### config.mk
export PLATFORM = sky130hd
export DESIGN_NAME = microwave_control_flat
export DESIGN_NICKNAME = d
export VERILOG_FILES = /design/src/rtl/microwave_control_pkg.sv /design/src/rtl/microwave_control_if.sv /design/src/rtl/microwave_control_button_debounce.sv /design/src/rtl/microwave_control.sv /design/src/flat_wrapper.sv
export SDC_FILE = /design/constraint.sdc
export NUM_CORES = 1
export LEC_CHECK = 0
export ABC_AREA = 1
export BUFFER_PORTS_ARGS = -buffer_cell sky130_fd_sc_hd__buf_4
export CAP_MARGIN = 15
export CORE_ASPECT_RATIO = 1.25
export CORE_UTILIZATION = 45
export DETAILED_ROUTE_END_ITERATION = 7
export HOLD_SLACK_MARGIN = 0.05
export PLACE_DENSITY_LB_ADDON = 0.15
export SLEW_MARGIN = 30
export SYNTH_ARGS = -nofsm -noshare
export SYNTH_HDL_FRONTEND = slang
export SYNTH_SLANG_ARGS = --single-unit
### constraint.sdc
create_clock -name clock -period 1.79 [get_ports clock]
set_clock_uncertainty 0.1 [all_clocks]
set_input_delay 0.358 -clock clock [delete_from_list [all_inputs] [get_ports clock]]
set_output_delay 0.358 -clock clock [all_outputs]
set_load 0.02 [all_outputs]
### src/rtl/microwave_control_pkg.sv
// Shared types and defaults for the microwave cooking controller.
// State encoding is visible on state_code, so it is fixed here.
package microwave_pkg;

   localparam int unsigned STATE_W = 2;
   localparam int unsigned CNT_W   = 8;

   localparam int unsigned DEF_DEBOUNCE_CYCLES = 4;
   localparam int unsigned DEF_BEEP_CYCLES     = 8;

   typedef enum logic [STATE_W-1:0] {
      ST_IDLE  = 2'd0,
      ST_COOK  = 2'd1,
      ST_PAUSE = 2'd2,
      ST_DONE  = 2'd3
   } state_e;

   function automatic logic [CNT_W-1:0] cnt_max(
      input int unsigned n
   );
      return CNT_W'(n);
   endfunction

endpackage

### src/rtl/microwave_control_if.sv
// Panel/timer signal bundle for the microwave controller.
// slave = controller side, master = panel, door and timer side.
interface microwave_control_if;
   import microwave_pkg::*;

   logic               startn;
   logic               stopn;
   logic               door_closed;
   logic               timer_zero;
   logic               mag_on;
   logic               timer_clearn;
   logic               beep;
   logic [STATE_W-1:0] state_code;

   modport slave (
      input  startn,
      input  stopn,
      input  door_closed,
      input  timer_zero,
      output mag_on,
      output timer_clearn,
      output beep,
      output state_code
   );

   modport master (
      output startn,
      output stopn,
      output door_closed,
      output timer_zero,
      input  mag_on,
      input  timer_clearn,
      input  beep,
      input  state_code
   );

endinterface

### src/rtl/microwave_control_button_debounce.sv
// Active-low button: 2-flop synchronizer, saturating low-level
// counter and a single press pulse per accepted press.
module button_debounce
   import microwave_pkg::*;
#(
   parameter int unsigned DEBOUNCE_CYCLES = DEF_DEBOUNCE_CYCLES
) (
   input  logic clock,
   input  logic resetn,
   input  logic btn_n,
   output logic press
);

   localparam logic [CNT_W-1:0] LIMIT = cnt_max(DEBOUNCE_CYCLES);

   logic             sync1_q;
   logic             sync2_q;
   logic [CNT_W-1:0] cnt_q;
   logic [CNT_W-1:0] cnt_d;
   logic             press_q;
   logic             press_d;

   always_comb begin
      cnt_d   = cnt_q;
      press_d = 1'b0;
      if (sync2_q) begin
         cnt_d = '0;
      end else if (cnt_q != LIMIT) begin
         cnt_d   = cnt_q + CNT_W'(1);
         // Saturation guarantees one pulse per press.
         press_d = (cnt_d == LIMIT);
      end
   end

   always_ff @(posedge clock) begin
      if (!resetn) begin
         sync1_q <= 1'b1;
         sync2_q <= 1'b1;
         cnt_q   <= '0;
         press_q <= 1'b0;
      end else begin
         sync1_q <= btn_n;
         sync2_q <= sync1_q;
         cnt_q   <= cnt_d;
         press_q <= press_d;
      end
   end

   assign press = press_q;

endmodule

### src/rtl/microwave_control.sv
// Cooking-control FSM: debounced START/STOP, door tracking,
// magnetron enable, timer clear pulse and end-of-cooking beep.
module microwave_control
   import microwave_pkg::*;
#(
   parameter int unsigned DEBOUNCE_CYCLES = DEF_DEBOUNCE_CYCLES,
   parameter int unsigned BEEP_CYCLES     = DEF_BEEP_CYCLES
) (
   input  logic                clock,
   input  logic                resetn,
   microwave_control_if.slave  io
);

   localparam logic [CNT_W-1:0] BEEP_LAST = cnt_max(BEEP_CYCLES - 1);

   logic             start_evt;
   logic             stop_evt;
   logic             door1_q;
   logic             door_s_q;
   logic             start_ok;

   state_e           state_q;
   state_e           state_d;
   logic             clearn_q;
   logic             clearn_d;
   logic             beep_q;
   logic             beep_d;
   logic [CNT_W-1:0] beep_cnt_q;
   logic [CNT_W-1:0] beep_cnt_d;

   button_debounce #(
      .DEBOUNCE_CYCLES (DEBOUNCE_CYCLES)
   ) u_start (
      .clock  (clock),
      .resetn (resetn),
      .btn_n  (io.startn),
      .press  (start_evt)
   );

   button_debounce #(
      .DEBOUNCE_CYCLES (DEBOUNCE_CYCLES)
   ) u_stop (
      .clock  (clock),
      .resetn (resetn),
      .btn_n  (io.stopn),
      .press  (stop_evt)
   );

   assign start_ok = start_evt & door_s_q & ~io.timer_zero;

   always_comb begin
      state_d    = state_q;
      clearn_d   = 1'b1;
      beep_cnt_d = beep_cnt_q;
      unique case (state_q)
         ST_IDLE: begin
            if (stop_evt) begin
               clearn_d = 1'b0;
            end else if (start_ok) begin
               state_d = ST_COOK;
            end
         end
         ST_COOK: begin
            if (io.timer_zero) begin
               state_d    = ST_DONE;
               beep_cnt_d = '0;
            end else if (!door_s_q || stop_evt) begin
               state_d = ST_PAUSE;
            end
         end
         ST_PAUSE: begin
            if (stop_evt) begin
               state_d  = ST_IDLE;
               clearn_d = 1'b0;
            end else if (start_ok) begin
               state_d = ST_COOK;
            end
         end
         ST_DONE: begin
            // Cancel leaves the timer alone; it already reads zero.
            if (stop_evt || beep_cnt_q == BEEP_LAST) begin
               state_d = ST_IDLE;
            end else begin
               beep_cnt_d = beep_cnt_q + CNT_W'(1);
            end
         end
         default: state_d = ST_IDLE;
      endcase
      beep_d = (state_d == ST_DONE);
   end

   always_ff @(posedge clock) begin
      if (!resetn) begin
         door1_q    <= 1'b0;
         door_s_q   <= 1'b0;
         state_q    <= ST_IDLE;
         clearn_q   <= 1'b1;
         beep_q     <= 1'b0;
         beep_cnt_q <= '0;
      end else begin
         door1_q    <= io.door_closed;
         door_s_q   <= door1_q;
         state_q    <= state_d;
         clearn_q   <= clearn_d;
         beep_q     <= beep_d;
         beep_cnt_q <= beep_cnt_d;
      end
   end

   assign io.mag_on       = (state_q == ST_COOK) & door_s_q;
   assign io.timer_clearn = clearn_q;
   assign io.beep         = beep_q;
   assign io.state_code   = state_q;

endmodule

### src/flat_wrapper.sv
// flat-port wrapper written by rule: the top's interface ports become plain ports
module microwave_control_flat import microwave_pkg::*;
#(
   parameter int unsigned DEBOUNCE_CYCLES = DEF_DEBOUNCE_CYCLES,
   parameter int unsigned BEEP_CYCLES     = DEF_BEEP_CYCLES
)
  (clock, resetn, io_startn, io_stopn, io_door_closed, io_timer_zero, io_mag_on, io_timer_clearn, io_beep, io_state_code);
  microwave_control_if io_i ();
  input  logic clock;
  input  logic resetn;
  input wire logic [$bits(io_i.startn)-1:0] io_startn;
  input wire logic [$bits(io_i.stopn)-1:0] io_stopn;
  input wire logic [$bits(io_i.door_closed)-1:0] io_door_closed;
  input wire logic [$bits(io_i.timer_zero)-1:0] io_timer_zero;
  output wire logic [$bits(io_i.mag_on)-1:0] io_mag_on;
  output wire logic [$bits(io_i.timer_clearn)-1:0] io_timer_clearn;
  output wire logic [$bits(io_i.beep)-1:0] io_beep;
  output wire logic [$bits(io_i.state_code)-1:0] io_state_code;
  assign io_i.startn = io_startn;
  assign io_i.stopn = io_stopn;
  assign io_i.door_closed = io_door_closed;
  assign io_i.timer_zero = io_timer_zero;
  assign io_mag_on = io_i.mag_on;
  assign io_timer_clearn = io_i.timer_clearn;
  assign io_beep = io_i.beep;
  assign io_state_code = io_i.state_code;
  microwave_control #(.DEBOUNCE_CYCLES(DEBOUNCE_CYCLES), .BEEP_CYCLES(BEEP_CYCLES)) u_core (.clock(clock), .resetn(resetn), .io(io_i));
endmodule
==> metrics.md <==
| Metric | Value |
|---|---|
| Worst r2r path cells | `8` |
| Width of the die | `approximately 59 um` |
| Drt drc | `0` |
| Relative slew slack | `79.50%` |
| DR pass1 iterations | `4` |
| Min-Delay Endpoint | `u_core.door1_q` |
| Placed cell area | `1957 um^2` |
| Nets | `roughly 280` |
| Hold Fails Final Rpt | `0` |
| Unrepaired setup endpoints after global routing | `false` |
| Vias in the first global route | `about 1300` |
| Worst Hold Launch | `io_door_closed` |
| Fin crit period | `1.680 ns` |
| Simple-Gate Fraction of Synth Area | `36.61%` |
| Post-synthesis cell type count | `30` |
| H-tree levels | `2` |
| TNS Setup | `0 ns` |
| Setup slack, reg-to-reg | `0.28 ns` |
| Complex-gate fraction of the synthesized area | `7.639%` |
| Syn-to-layout area delta | `12.59%` |
| Xor/xnor share of the synthesized area | `3.785%` |
| Max IR drop VDD | `0.0006074 V` |
| CTS max path bufs | `2` |
| # port buffers | `10` |
| Later-pin clock latency in the skew report | `approximately 0.28 ns` |
| Clock transition at the registers of the reported paths | `0.06 ns` |
| Startpoint Class | `flop` |
| Global-route wire length before repair | `between 5000 and 6000 um` |
| Routed wire per std cell | `a little under 10 um` |
| Area leader, netlist | `dfxtp_1` |
| Fmax | `about 0.60 GHz` |
| Total wire length | `3191 um` |
| Required time of the critical path | `1.33 ns` |
| Multiplexer share of the synthesized area | `0%` |
| Vert. Die Dim | `73.07 um` |
| CORE AREA | `approximately 3800 um^2` |
| Synth Area per Inst | `7.214 um^2` |
| Sink Count | `36` |
| Die area | `~4300 um^2` |
| Diodes inserted | `0` |
| # Max-Cap Violations | `0` |
| Antenna Nets Post-Route | `0` |
| Mapped Nets | `roughly 260` |
| Flip-flop and latch count after synthesis | `36` |
| Post-DP HPWL | `around 2400 um` |
| Max Fanout on Critical Path | `5` |
| Cell Rows | `25` |
| Hold Crit Class | `input port to flop` |
| Cell Pwr Density | `around 700 nW/um^2` |
| Most common cell after layout, fill and taps aside | `nor2_1` |
| Largest family of logic cells by synthesized area | `simple AND/OR/NAND/NOR gates` |
| Status | `completed` |
| Commonest non-fill, non-tap cells in the layout | `46 x nor2_1, 42 x nand2_1, 36 x dfxtp_1, 32 x inv_1, 15 x nand3_1` |
| CTS resizes | `0` |
| Setup Fix Bufs, Post-CTS | `0` |
| Remaining global-route overflow | `0` |
| Io pins | `11` |
| Initial antenna violation count | `0` |
| Via count | `1490` |
| Least-Margin Pin Slew | `0.3063 ns` |
| Leak | `~0.86 nW` |
| Slew Viols, Final | `0` |
| Synth Warn # | `0` |
| Seq/Total Area, Yosys | `39.64%` |
| Worst Hold Depth | `3` |
| Area of all placed cells without fillers | `2047 um^2` |
| Routability cong. | `0.8298` |
| Synth top area cells | `dfxtp_1 40%, nor2_1 9.5%, nand2_1 8.7%, inv_1 6.6%, nand3_1 4.1%` |
| Post-Synth Adder-Cell Area | `3.441%` |
| # fillers | `roughly 390` |
| Cell area after synthesis | `1818 um^2` |
| Count of final setup violators | `0` |
| Gr usage total | `17.29%` |
| Final worst path period share | `between 90% and 100%` |
| Largest net degree at the start of global routing | `14` |
| Crit end category | `output port` |
| Layout cell share with drive strength beyond 1 | `18.96%` |
| Crit path DAT | `between 1 and 1.5 ns` |
| CTS tree | `done` |
| Root Buffer | `clkbuf_8` |
| TritonCTS buffer count | `5` |
| Synth Instances | `252` |
| Hold-fix buffers, CTS | `0` |
| Reg2reg end | `u_core.beep_cnt_q[5]` |
| Starting Density | `around 48%` |
| Via/cell ratio | `4.613` |
| Pwr Total | `1.433 mW` |
| Reg2Reg Launch Point | `u_core.beep_cnt_q[0]` |
| Kind of critical path | `flop to output port` |
| Top cell type's share of synthesized area | `39.64%` |
| Drt initial violations | `81` |
## synth_stat cells (all sizes together)
master  count
or2         4
nand3      18
clkinv      1
xor2        3
a21oi      15
nand2      47
nor2       55
a31oi       1
clkbuf      1
nor4        1
ha          5
nand4       6
dfxtp      36
inv        41
xnor2       4
nor3        2
and2        2
o21ai      10
## state kept, by name, summed over array words and instances, names as in the netlist
name                    count
u_core.beep_cnt_q           8
u_core.door1_q              1
u_core.door_s_q             1
u_core.io.beep              1
u_core.io.state_code        2
u_core.io.timer_clearn      1
u_core.u_start.cnt_q        8
u_core.u_start.press        1
u_core.u_start.sync1_q      1
u_core.u_start.sync2_q      1
u_core.u_stop.cnt_q         8
u_core.u_stop.press         1
u_core.u_stop.sync1_q       1
u_core.u_stop.sync2_q       1
## where the power goes
part           internal (mW)  switching (mW)  total (mW)  leakage (nW)
Clock                  0.314           0.273       0.587        0.0455
Combinational         0.0147          0.0195      0.0342         0.524
Sequential             0.808         0.00341       0.812         0.291
## per-stage QoR
step                setup WS (ns)  utilization (%)  cells  hold WS (ns)
floorplan                  0.2610                -    252        0.2900
global placement           0.3018            51.28    315        0.2946
detailed placement         0.2790            51.28    315        0.2997
CTS                       0.08633            53.64    323        0.1395
global route              0.01181            53.64    323        0.1394
finish                     0.1105            53.64    323        0.1539
## worst max-delay path, cell delays in order (launching register included)
cell and delay (ns):
dfxtp_1 0.40, inv_2 0.08, nor2_2 0.14, inv_2 0.08
nor2_1 0.09, buf_4 0.14
## kinds of logic after synthesis
| family | after synthesis |
|---|---|
| buf+inv | 43 |
| xor+xnor | 7 |
| flops | 36 |
| simple gates | 135 |
| fa+ha+maj | 5 |
| compound gates | 26 |
## area by class of cell
type,count,area [um^2],area share (%)
multi-input cells,173,935.9,45.72
flip-flops and latches,36,720.7,35.21
inverters,42,157.7,7.702
clock buffers,8,90.09,4.401
repair buffers,10,75.07,3.667
well taps,54,67.56,3.301
## worst max-delay path by stage
stage	startpoint	depth (start not counted)	end	slack [ns]
after floorplan	u_core.io.state_code[0]	4	io_mag_on	0.26
after detailed placement	u_core.beep_cnt_q[0]	8	u_core.beep_cnt_q[5]	0.28
after global placement	u_core.beep_cnt_q[0]	8	u_core.beep_cnt_q[7]	0.30
after CTS	u_core.io.state_code[0]	5	io_mag_on	0.09
final	u_core.io.state_code[0]	5	io_mag_on	0.11
after global routing	u_core.io.state_code[0]	5	io_mag_on	0.01
## per-layer routing
layer	up-vias	wire length, um	track usage (%)
met5	-	0	0
met4	0	76	10.32
met3	5	70	3.723
met2	16	1598	30.05
met1	655	1446	18.94
li1	814	-	-
No activity file was read; power rests on OpenSTA's default activity.
